==> config.mk <==
export PLATFORM = sky130hd
export DESIGN_NAME = serial_pattern_tx
export DESIGN_NICKNAME = d
export VERILOG_FILES = /design/src/rtl/seq_pkg.sv /design/src/rtl/tx_bit_counter.sv /design/src/rtl/serial_pattern_tx.sv
export SDC_FILE = /design/constraint.sdc
export NUM_CORES = 1
export LEC_CHECK = 0
export ABC_AREA = 1
export ABC_CLOCK_PERIOD_IN_PS = 1600
export CORE_MARGIN = 2
export CORE_UTILIZATION = 48
export CTS_CLUSTER_DIAMETER = 80
export DETAILED_ROUTE_END_ITERATION = 10
export GPL_TIMING_DRIVEN = 0
export PLACE_DENSITY = 0.81
export SYNTH_ARGS = -nofsm -noshare
export SYNTH_HDL_FRONTEND = slang
export SYNTH_HIERARCHICAL = 1
export SYNTH_SLANG_ARGS = --single-unit
==> constraint.sdc <==
create_clock -name clk -period 1.6 [get_ports clk]
set_clock_uncertainty 0.1 [all_clocks]
set_input_delay 0.32 -clock clk [delete_from_list [all_inputs] [get_ports clk]]
set_output_delay 0.32 -clock clk [all_outputs]
set_load 0.01 [all_outputs]
==> src/rtl/seq_pkg.sv <==
// Shared definitions for the serial sequence transmitter and the 010 detector.
package seq_pkg;

    localparam int   REP_W          = 4;
    localparam logic IDLE_LEVEL_DEF = 1'b1;

    typedef enum logic [1:0] {
        TX_IDLE,
        TX_SHIFT,
        TX_DONE
    } tx_state_t;

    typedef enum logic [1:0] {
        DET_S0,
        DET_S1,
        DET_S01
    } det_state_t;

endpackage

==> src/rtl/tx_bit_counter.sv <==
// Bit-within-pattern and repetition counters for the serial pattern transmitter.
module tx_bit_counter
    import seq_pkg::*;
#(
    parameter int LEN_W = 4
) (
    input  logic             clk,
    input  logic             rst,
    input  logic             clr,
    input  logic             en,
    input  logic [LEN_W-1:0] len,
    input  logic [REP_W-1:0] rep,
    output logic [LEN_W-1:0] bitcnt,
    output logic [REP_W-1:0] repcnt,
    output logic             last_bit,
    output logic             last_rep
);

    // Terminal compares use the captured length and repeat count, so neither counter wraps.
    assign last_bit = (bitcnt == (len - LEN_W'(1)));
    assign last_rep = (repcnt == rep);

    // Bit counter restarts at the end of each pattern; repetition counter advances there.
    always_ff @(posedge clk or negedge rst) begin
        if (!rst) begin
            bitcnt <= '0;
            repcnt <= '0;
        end else if (clr) begin
            bitcnt <= '0;
            repcnt <= '0;
        end else if (en) begin
            if (last_bit) begin
                bitcnt <= '0;
                if (!last_rep) begin
                    repcnt <= repcnt + REP_W'(1);
                end
            end else begin
                bitcnt <= bitcnt + LEN_W'(1);
            end
        end
    end

endmodule

==> src/rtl/serial_pattern_tx.sv <==
// Serial pattern transmitter: accepts a pattern over valid/ready and shifts it
// out MSB-first, optionally repeated back-to-back, with registered outputs.
module serial_pattern_tx
    import seq_pkg::*;
#(
    parameter int   WIDTH      = 8,
    parameter logic IDLE_LEVEL = IDLE_LEVEL_DEF
) (
    input  logic                       clk,
    input  logic                       rst,
    input  logic                       in_valid,
    output logic                       in_ready,
    input  logic [WIDTH-1:0]           in_data,
    input  logic [$clog2(WIDTH+1)-1:0] in_len,
    input  logic [REP_W-1:0]           in_rep,
    output logic                       ser_out,
    output logic                       ser_valid,
    output logic                       busy,
    output logic                       done
);

    localparam int LEN_W = $clog2(WIDTH+1);

    tx_state_t        state;
    tx_state_t        next_state;
    logic [WIDTH-1:0] data_q;
    logic [LEN_W-1:0] len_q;
    logic [REP_W-1:0] rep_q;
    logic [LEN_W-1:0] bitcnt;
    logic [REP_W-1:0] repcnt;
    logic             last_bit;
    logic             last_rep;
    logic             accept;
    logic             cnt_clr;
    logic             cnt_en;

    function automatic logic [LEN_W-1:0] clamp_len(input logic [LEN_W-1:0] l);
        if (l > LEN_W'(WIDTH)) begin
            return LEN_W'(WIDTH);
        end
        return l;
    endfunction

    // Selects data[len-1-cnt]; only called while shifting, where len >= 1 and cnt < len.
    function automatic logic pattern_bit(input logic [WIDTH-1:0] d,
                                         input logic [LEN_W-1:0] l,
                                         input logic [LEN_W-1:0] cnt);
        logic [LEN_W-1:0] idx;
        logic             b;
        idx = l - LEN_W'(1) - cnt;
        b   = 1'b0;
        for (int i = 0; i < WIDTH; i++) begin
            if (LEN_W'(i) == idx) begin
                b = d[i];
            end
        end
        return b;
    endfunction

    tx_bit_counter #(
        .LEN_W (LEN_W)
    ) u_cnt (
        .clk      (clk),
        .rst      (rst),
        .clr      (cnt_clr),
        .en       (cnt_en),
        .len      (len_q),
        .rep      (rep_q),
        .bitcnt   (bitcnt),
        .repcnt   (repcnt),
        .last_bit (last_bit),
        .last_rep (last_rep)
    );

    // Next-state and counter control.
    always_comb begin
        next_state = state;
        cnt_clr    = 1'b0;
        cnt_en     = 1'b0;
        accept     = in_valid && in_ready;
        case (state)
            TX_IDLE: begin
                if (accept) begin
                    cnt_clr    = 1'b1;
                    next_state = (clamp_len(in_len) != '0) ? TX_SHIFT : TX_DONE;
                end
            end
            TX_SHIFT: begin
                cnt_en = 1'b1;
                if (last_bit && last_rep) begin
                    next_state = TX_DONE;
                end
            end
            TX_DONE: begin
                next_state = TX_IDLE;
            end
            default: begin
                next_state = TX_IDLE;
            end
        endcase
    end

    // Request capture; these registers only change on an accepted handshake.
    always_ff @(posedge clk) begin
        if (accept) begin
            data_q <= in_data;
            len_q  <= clamp_len(in_len);
            rep_q  <= in_rep;
        end
    end

    // State register and output registers; serial outputs lag the state by one cycle.
    always_ff @(posedge clk or negedge rst) begin
        if (!rst) begin
            state     <= TX_IDLE;
            ser_out   <= IDLE_LEVEL;
            ser_valid <= 1'b0;
            done      <= 1'b0;
            busy      <= 1'b0;
            in_ready  <= 1'b0;
        end else begin
            state     <= next_state;
            ser_valid <= (state == TX_SHIFT);
            ser_out   <= (state == TX_SHIFT) ? pattern_bit(data_q, len_q, bitcnt) : IDLE_LEVEL;
            done      <= (state == TX_DONE);
            busy      <= (next_state != TX_IDLE);
            in_ready  <= (state == TX_IDLE) && (next_state == TX_IDLE);
        end
    end

endmodule
==> results.md, run 1 <==
- First-pass iteration count of the detailed router: 4
- Inserted Diodes: 0
- Post-synthesis async set-or-reset flop share: 48.4%
- Total design power: approximately 1300 uW
- Min Tclk post-route: 1.72 ns
- Max cap viols: 0
- Switching Share: 20.7%
- Outcome: finished with violations
- Failing checks: negative setup slack
- RSZ-0062 raised after global routing: yes
- P_int: 1050 uW
- CP Cell Sequence: inv_2 > ha_4 > or2_1 > nand3_2 > nor2_4 > nand2_4 > inv_2 > nand2_2 > inv_1 > a22o_1
- Gate power share: 4.4%
- Synth Area in Compound Gates: 3.73%
- Distinct cells, synth: 28
- Port bufs: 23
- Mapped Cells: 177
- Site Rows: 21
- IO Pins: 24
- Die width: 62.5 microns
- Critical path origin: len_q[0]
- Global-route wire length before repair: between 5000 and 6000 microns
- Syn_nets: 203
- Worst slew pin tran: between 0.6 and 0.7 ns
- HPWL Detailed: 2090 microns
- CP required: 1.73 ns
- Peak supply drop: 0.522 mV
- Clock transition at the registers of the reported paths: about 0.1 ns
- Clock power frac: 32.2%
- Clock tree buffer depth: 2
- HP Class: in2async
- CTS tree: built
- Slew Limit Fails: 0
- Largest net degree at the start of global routing: 17
- Yosys warning total: 6
- Syn avg cell area: 9.29 sq um
- Initial core utilization: 49.7%
- Post-Synthesis Cell Area: 1640 sq um
- Post-Synth Adder-Cell Area: 5.78%
- Vias in the first global route: 1281
- Ys flop type: edfxtp_1
- Yosys top cell by area: edfxtp_1
- Layout fillers: 251
- Most frequent CP cell: inv_2
- DR WL/cell: 12.4 microns
- Core Region: ~3300 sq um
- Max Fclk: 0.581 GHz
- Post-DRT Antenna Nets: 0
- Vias post-DR: 1267
- Post-Synth Simple-Gate Area: 24.5%
- Placed cells: around 250
- DIE AREA: a little under 4000 sq um
- NetSw: 274 uW
- Layout Utilization: 65.0%
- Finished Layout Cells: 264
- Layout cells sized above 1: 22.9%
- Layout Nets: 243
- Register share of total power: between 60% and 70%
- Count of state elements after synthesis: 31
- DRC: 0
- Area growth, synth to finish: 30.9%
- Main combinational cell family by area after synthesis: simple AND/OR/NAND/NOR gates
- Final worst-path cycle share: 108%
- Final setup violation count: 10
- Initial antenna violation count: 0
- EDFF count, synth: 16
- GRT Total Usage: between 15 and 20%
- CP max FO: 3
- Final Hold Viols: 0
- Type of the worst setup path: reg2reg
- Final TNS setup: -0.665 ns
- Worst relative slew slack: 57.2%
- Seq/Total Area, Yosys: 52.1%
- CP Launch Type: flop
- Clock Tree Root: clkbuf_4
- Crit path capture type: flop
- Crit-path slowest cell: edfxtp_1
- TritonCTS buffer count: 5
- Grt ovf: 0
- Final GP Congestion: 0.842
- Leakage: 0.00101 uW
- Yosys top cell area share: 29.2%
- CTS H-tree lvls: 2
- Height of the die: 62.5 microns
- Final worst slack: -0.121 ns
- Top cells by area, synth: edfxtp_1 (29%), dfrtp_1 (21%), nand2_1 (9.6%)
- Multiplexer share of the synthesized area: 0%
- Worst reg2reg startpoint: len_q[0]
- DRT iter0 DRCs: 49
- Final wirelength: approximately 3300 microns
- WP data arrival: 1.85 ns
- Commonest cells post-synth: nand2_1 (42), inv_1 (29), edfxtp_1 (16), dfrtp_1 (14), nand3_1 (14)
- Via density: 4.80
- Most common cell in the netlist: nand2_1
- Slowest Stage Delay on Critical Path: 0.44 ns
- Pwr dens: 615 nW/um^2
- Xor and xnor fraction of the mapped netlist area: under 10%
- CTS sink cnt: 31
- Clock latency on the worst-skew pair: 0.34 ns
## routing by layer
metal / track usage, % / up-vias / part of all wire, %
li1: - / 649 / -
met1: 20.8 / 585 / 43
met2: 28.4 / 21 / 50
met3: 5.77 / 12 / 3.7
met4: 12.8 / 0 / 3.5
met5: 0 / - / 0
## cells in the final DEF, fill, tap and decap left out, types with 4 or more instances in the layout
cell / n
nand4_1: 6
nand3_1: 10
nand2_1: 36
ha_1: 4
dlygate4sd2_1: 5
dfrtp_1: 14
nor2_1: 9
xor2_1: 7
clkbuf_4: 5
clkdlybuf4s50_1: 18
inv_2: 9
nand3_2: 5
edfxtp_1: 16
buf_4: 7
nand2_2: 6
xnor2_1: 4
inv_1: 24
## cell type report
type / count / area, sq um / share of cell area, %
buffer: 1 / 3.75 / 0.174
clock buffer: 7 / 45.0 / 2.09
clock inverter: 1 / 5.00 / 0.233
inverter: 34 / 131 / 6.10
multi-input combinational: 111 / 733 / 34.1
sequential: 31 / 857 / 39.8
tap: 46 / 57.6 / 2.67
timing repair buffer: 33 / 319 / 14.8
## worst paths after layout
kind | to | slack, ns | cells after the start
worst max-delay path | state[1] | -0.12 | 10
worst min-delay path | busy | 0.27 | 1
max in group asynchronous | u_cnt/repcnt[1] | 0.72 | 1
worst max register to register | state[1] | -0.12 | 10
min in group clk | done | 0.42 | 1
worst min register to register | done | 0.42 | 1
## metrics by stage
stage / worst slack [ns] / instance area (sq um) / hold slack (ns)
2_1_floorplan: -0.0988 / 1650 / -0.0756
3_3_place_gp: -0.496 / 1930 / 0.354
3_5_place_dp: -0.555 / 1930 / 0.379
4_1_cts: -0.150 / 2060 / 0.286
5_1_grt: -0.198 / 2150 / 0.344
6_report: -0.121 / 2150 / 0.266
## power by group through the flow
stage | logic (uW) | registers [uW] | clock network [uW]
floorplan | 5.29 | 856 | 0
global placement | 57.7 | 856 | 0
detailed placement | 58.9 | 856 | 0
CTS | 59.2 | 839 | 438
global route | 64.9 | 839 | 486
finish | 58.6 | 839 | 427
## repair_timing
action	4_1_cts	5_1_grt
gates resized for setup	11	20
hold buffers	0	0
endpoints found under the hold margin	0	0
buffers inserted	6	4
pin swaps	9	9
setup endpoints to repair	15	27
## flip-flops by register name (all words and copies together) (netlist names), 2 cells and up
name,count
u_cnt/repcnt,4
state,2
u_cnt/bitcnt,4
data_q,8
rep_q,4
len_q,4
## kinds of logic (layout without fill, tap and decap cells)
family | Yosys count | in the layout
AO/OA/AOI/OAI | 11 | 11
XOR/XNOR | 11 | 11
adder cells (fa/ha/maj) | 7 | 7
buffers and inverters | 35 | 76
flip-flops | 31 | 31
AND/OR/NAND/NOR | 82 | 82
## worst max-delay path: cells and delay by family, from the launching register on
family	cells	cell delay [ns]
buffers and inverters	3	0.20
adder cells (fa/ha/maj)	1	0.20
AO/OA/AOI/OAI	1	0.19
AND/OR/NAND/NOR	5	0.50
flip-flops	1	0.44
Power figures use the tool's default switching activity.
==> inputs of run 2 (changes only) <==
- CORE_UTILIZATION: 48 -> 50
- CTS_BUF_LIST: default -> sky130_fd_sc_hd__clkbuf_4
- PLACE_DENSITY: 0.81 -> 0.83
==> results.md, run 2 (synthesized netlist as in run 1, its figures left out) <==
- Outcome: finished with violations (unchanged)
- Failing checks: negative setup slack (unchanged)
- HP Class: in2async (unchanged)
- CP max FO: 4 (was 3)
- Worst relative slew slack: 58.5% (was 57.2%)
- Pwr dens: 605 nW/um^2 (was 615 nW/um^2)
- Site Rows: 20 (was 21)
- Initial core utilization: 53.0% (was 49.7%)
- Clock tree buffer depth: 2 (unchanged)
- Layout Utilization: 69.9% (was 65.0%)
- CP required: 1.71 ns (was 1.73 ns)
- WP data arrival: 1.85 ns (about the same)
- RSZ-0062 raised after global routing: yes (unchanged)
- Area of the multi-input gates: 746 sq um (was 733 sq um)
- CTS tree: built (unchanged)
- Area growth, synth to finish: 31.9% (was 30.9%)
- Reg2Reg Setup Slack: -0.14 ns (was -0.12 ns)
- Worst slew pin tran: 0.621 ns (was 0.640 ns)
- Leakage: 0.00102 uW (was 0.00101 uW)
- Slowest Stage Delay on Critical Path: 0.43 ns (was 0.44 ns)
- Most frequent CP cell: inv_2 (unchanged)
- Layout fillers: 231 (was 251)
- Layout Nets: 244 (was 243)
- Final wirelength: 3030 microns (was 3270 microns)
- Worst R2R End: state[1] (unchanged)
- Port bufs: 23 (unchanged)
- Final worst-path cycle share: 109% (was 108%)
- Max cap viols: 0 (unchanged)
- GRT Total Usage: 20.0% (was 18.0%)
- DR WL/cell: 11.5 microns (was 12.4 microns)
- Initial antenna violation count: 0 (unchanged)
- CTS H-tree lvls: 2 (unchanged)
- First-pass iteration count of the detailed router: 4 (unchanged)
- Final setup violation count: 10 (unchanged)
- Final Hold Viols: 0 (unchanged)
- DRT iter0 DRCs: 34 (was 49)
- IO Pins: 24 (unchanged)
- Top reg by flops: data_q (unchanged)
- Post-DRT Antenna Nets: 0 (unchanged)
- Finished Layout Cells: 263 (was 264)
- Die width: 61.3 microns (was 62.5 microns)
- Cell count of the worst reg-to-reg path: 10 (unchanged)
- Worst reg2reg startpoint: len_q[0] (unchanged)
- Vias in the first global route: 1262 (was 1281)
- Final GP Congestion: 0.827 (was 0.842)
- Height of the die: 61.3 microns (was 62.5 microns)
- Crit path capture type: flop (unchanged)
- Min Tclk post-route: 1.74 ns (was 1.72 ns)
- Slew Limit Fails: 0 (unchanged)
- CP Launch Type: flop (unchanged)
- Layout cells sized above 1: 25.1% (was 22.9%)
- Grt ovf: 0 (unchanged)
- Clock transition at the registers of the reported paths: 0.09 ns (was 0.10 ns)
- Type of the worst setup path: reg2reg (unchanged)
- Largest net degree at the start of global routing: 17 (unchanged)
- Max Fclk: 0.575 GHz (was 0.581 GHz)
- TritonCTS buffer count: 5 (unchanged)
- Most common cell after layout, fill and taps aside: nand2_1 (unchanged)
- Reg area: 857 sq um (unchanged)
- Placed cells: 244 (was 246)
- DIE AREA: 3760 sq um (was 3910 sq um)
- Vias post-DR: 1287 (was 1267)
- Inserted Diodes: 0 (unchanged)
- Clock Tree Root: clkbuf_4 (unchanged)
- CP Cell Sequence: inv_2 > ha_4 > or2_1 > nand3_2 > nor2_4 > nand2_4 > inv_2 > nand2_2 > inv_1 > a22o_1 (unchanged)
- Commonest non-fill, non-tap cells in the layout: nand2_1 (36), inv_1 (23), clkdlybuf4s50_1 (18), edfxtp_1 (16), dfrtp_1 (14) (was nand2_1 (36), inv_1 (24), clkdlybuf4s50_1 (18), edfxtp_1 (16), dfrtp_1 (14))
- Final worst slack: -0.140 ns (was -0.121 ns)
- Flip-flop count of the largest register after layout: 8 (unchanged)
- Via density: 4.89 (was 4.80)
- Crit-path slowest cell: edfxtp_1 (unchanged)
- HPWL Detailed: 2120 microns (was 2090 microns)
- Core Region: 3100 sq um (was 3310 sq um)
- CTS sink cnt: 31 (unchanged)
- DRC: 0 (unchanged)
- Clock latency on the worst-skew pair: 0.32 ns (was 0.34 ns)
- Global-route wire length before repair: 5400 microns (was 5310 microns)
- Peak supply drop: 0.566 mV (was 0.522 mV)
-- run 2: layer usage --
metal / part of all wire, % / track usage [%] / up-vias
met2: 52 / 32.7 / 31
met3: 3.7 / 5.25 / 8
met1: 43 / 26.0 / 598
met4: 1.5 / 6.99 / 0
met5: 0 / 0 / -
li1: - / - / 650
-- run 2: layout make-up --
type / count / share of cell area [%]
flip-flops and latches: 31 / 39.5
multi-input cells: 111 / 34.4
repair buffers: 34 / 14.9
inverters: 34 / 6.06
well taps: 44 / 2.54
clock buffers: 6 / 2.08
clock inverters: 2 / 0.346
plain buffers: 1 / 0.173
-- run 2: critical path, delay by kind of cell, from the launching register on --
kind / cells / cell delay [ns]
AND/OR/NAND/NOR: 5 / 0.50
buffers and inverters: 3 / 0.18
flip-flops: 1 / 0.43
adder cells (fa/ha/maj): 1 / 0.20
AO/OA/AOI/OAI: 1 / 0.20
-- run 2: worst max path at each step --
stage	depth (start not counted)	slack [ns]	startpoint	end
2_1_floorplan	10	-0.1	len_q[1]	state[1]
3_3_place_gp	8	-0.50	in_valid	u_cnt/bitcnt[3]
6_report	10	-0.14	len_q[0]	state[1]
3_5_place_dp	8	-0.56	in_valid	u_cnt/bitcnt[3]
5_1_grt	10	-0.21	len_q[0]	state[1]
4_1_cts	7	-0.15	len_q[0]	ser_out
-- run 2: stage by stage --
stage / setup slack [ns] / TNS [ns] / power, uW / area [sq um] / hold slack [ns]
floorplan: -0.0988 / -0.0988 / 862 / 1650 / -0.0756
global placement: -0.500 / -7.37 / 914 / 1930 / 0.355
detailed placement: -0.557 / -8.02 / 915 / 1930 / 0.364
CTS: -0.154 / -0.475 / 1320 / 2080 / 0.296
global route: -0.208 / -1.43 / 1370 / 2170 / 0.340
finish: -0.140 / -0.563 / 1310 / 2170 / 0.283
-- run 2: report_power, final --
part	leakage (uW)	internal, uW	switching, uW	total (uW)
Sequential	0.000321	839	0	839
Combinational	0.000667	40.6	17.5	58.1
Clock	0.0000307	179	235	415
-- run 2: what timing repair did --
action,CTS,global route
gates resized for setup,12,22
pin swaps,4,8
buffers inserted,7,4
endpoints found under the setup margin,15,22
gates cloned,0,0
hold buffers,0,0
==> RTL edit, RTL diff (settings of run 1) <==
Re-encode `tx_state_t` (3 states) as one-hot, 3 bits wide.
--- a/src/rtl/seq_pkg.sv
+++ b/src/rtl/seq_pkg.sv
@@ -5,8 +5,8 @@
     localparam logic IDLE_LEVEL_DEF = 1'b1;
 
-    typedef enum logic [1:0] {
-        TX_IDLE,
-        TX_SHIFT,
-        TX_DONE
+    typedef enum logic [2:0] {
+        TX_IDLE  = 3'b001,
+        TX_SHIFT = 3'b010,
+        TX_DONE  = 3'b100
     } tx_state_t;
 
Check against the original RTL: same outputs for any inputs over 10 cycles, from zero or initial values and one cycle with rst low; not proved beyond that.
==> RTL edit against run 1 <==
- the run still ends with setup timing left
- count of clock-buffer cells in the layout shrank 1
- sequential cell count grew 1
- area after synthesis grew 2.7%
- cell area grew 6.0%
- hold slack gained 0.045 ns
- setup slack lost 0.051 ns
- routed wire length grew 6.1%
- critical path type unchanged
Power is not compared: it rests on default switching activity, and its combinational part moved more than twofold at a synthesized area within 25%.
==> RTL edit: results (changes against run 1) <==
Routed Wire Length: 3470 um (+6.1%)
largest net degree at the start of global routing: 18 (+1)
vias per inst: 4.92 (+2.5%)
fin nets: 251 (+3.3%)
adder-cell share of the synthesized area: 5.63% (-0.15 points)
endpoints failing setup: 11 (+1)
GPL Wtd Cong: 0.805 (-4.4%)
dpl ws: -0.324 ns (+0.230 ns)
Seq/Total Area, Yosys: 52.3% (+0.20 points)
Post-Synthesis Net Count: 205 (+0.99%)
worst hold margin: 0.311 ns (+0.0451 ns)
failing checks: setup timing
CP max-delay cell: edfxtp_1
post-synth cell types: 29 (+3.6%)
CTS Root Cell: clkbuf_4
setup TNS: -1.57 ns (-0.903 ns)
WL per Instance: 12.7 um (+3.0%)
synth cell count leaders: 39 x nand2_1, 30 x inv_1, 16 x edfxtp_1, 14 x dfrtp_1, 14 x nand3_1
GRT Total Usage: 19.4% (+1.4 points)
Data arrival, critical path: 1.91 ns (+0.06 ns)
R2R depth: 13 (+3)
wire length of the first global-routing pass: 5920 um (+11%)
Critical Path Fanout Max: 4 (+1)
DPL Wire Length: 2260 um (+8.2%)
vias in the first global route: 1,424 (+11%)
Hold Crit Class: primary input to asynchronous set/reset pin
outcome: complete, but fails checks
Async S/R FF share, synth: 50.0% (+1.6 points)
share of cells above drive strength 1: 27.9% (+4.9 points)
initial drt markers: 44 (-10%)
Setup WS post-layout: -0.172 ns (-0.0510 ns)
Slew HR: 50.4% (-6.9 points)
dominant synthesized flop cell: edfxtp_1
XOR/XNOR share of the synthesized area: 5.71% (-0.15 points)
Compound-Gate Fraction of Synth Area: 3.34% (-0.39 points)
CTS Buffer Depth: 2 (unchanged)
top post-synthesis cells by area: edfxtp_1 28%, dfrtp_1 21%, nand2_1 8.7%
Placement Cell Area: 1980 um2 (+2.4%)
Post-Syn Area per Cell: 9.43 um2 (+1.5%)
antenna violations before repair: 0 (unchanged)
## RTL edit: power groups by stage
stage	Sequential, mW	Combinational, mW	Clock, mW
floorplan	1.24	0.923	0
global placement	1.25	1.19	0
detailed placement	1.26	1.22	0
CTS	1.23	1.47	0.610
global route	1.26	1.91	0.652
finish	1.23	1.73	0.600
## RTL edit: how the worst max path moves through the flow
stage	cells after the start	from	slack (ns)	end
2_1_floorplan	12	len_q[1]$_DFFE_PP_	-0.04	state[1]$_DFF_PN0_
3_3_place_gp	8	in_valid	-0.29	u_cnt/repcnt[0]$_DFFE_PN0P_
3_5_place_dp	8	in_valid	-0.32	u_cnt/repcnt[2]$_DFFE_PN0P_
4_1_cts	7	len_q[0]$_DFFE_PP_	-0.12	ser_out$_DFF_PN1_
5_1_grt	9	state[0]$_DFF_PN1_	-0.28	u_cnt/repcnt[1]$_DFFE_PN0P_
6_report	13	len_q[0]$_DFFE_PP_	-0.17	state[1]$_DFF_PN0_
## RTL edit: metal layers
layer	vias up	GRT usage (%)	wire length, um
met2	35	33.9	1840
met5	-	0	0
li1	662	-	-
met4	0	12.2	148
met1	623	20.2	1340
met3	18	6.07	140
## RTL edit: cell type report
cell class | instances | area [um2]
well taps | 46 | 57.6
repair buffers | 39 | 368
inverters | 36 | 144
clock inverters | 2 | 35.0
fillers | 275 | 1080
plain buffers | 1 | 3.75
clock buffers | 6 | 41.3
multi-input cells | 110 | 748
flip-flops and latches | 32 | 883
## RTL edit: what timing repair did
item | CTS | global route
endpoints found under the setup margin | 16 | 11
resized for setup | 19 | 17
buffers inserted | 9 | 7
gates cloned | 0 | 0
pin swaps | 13 | 11
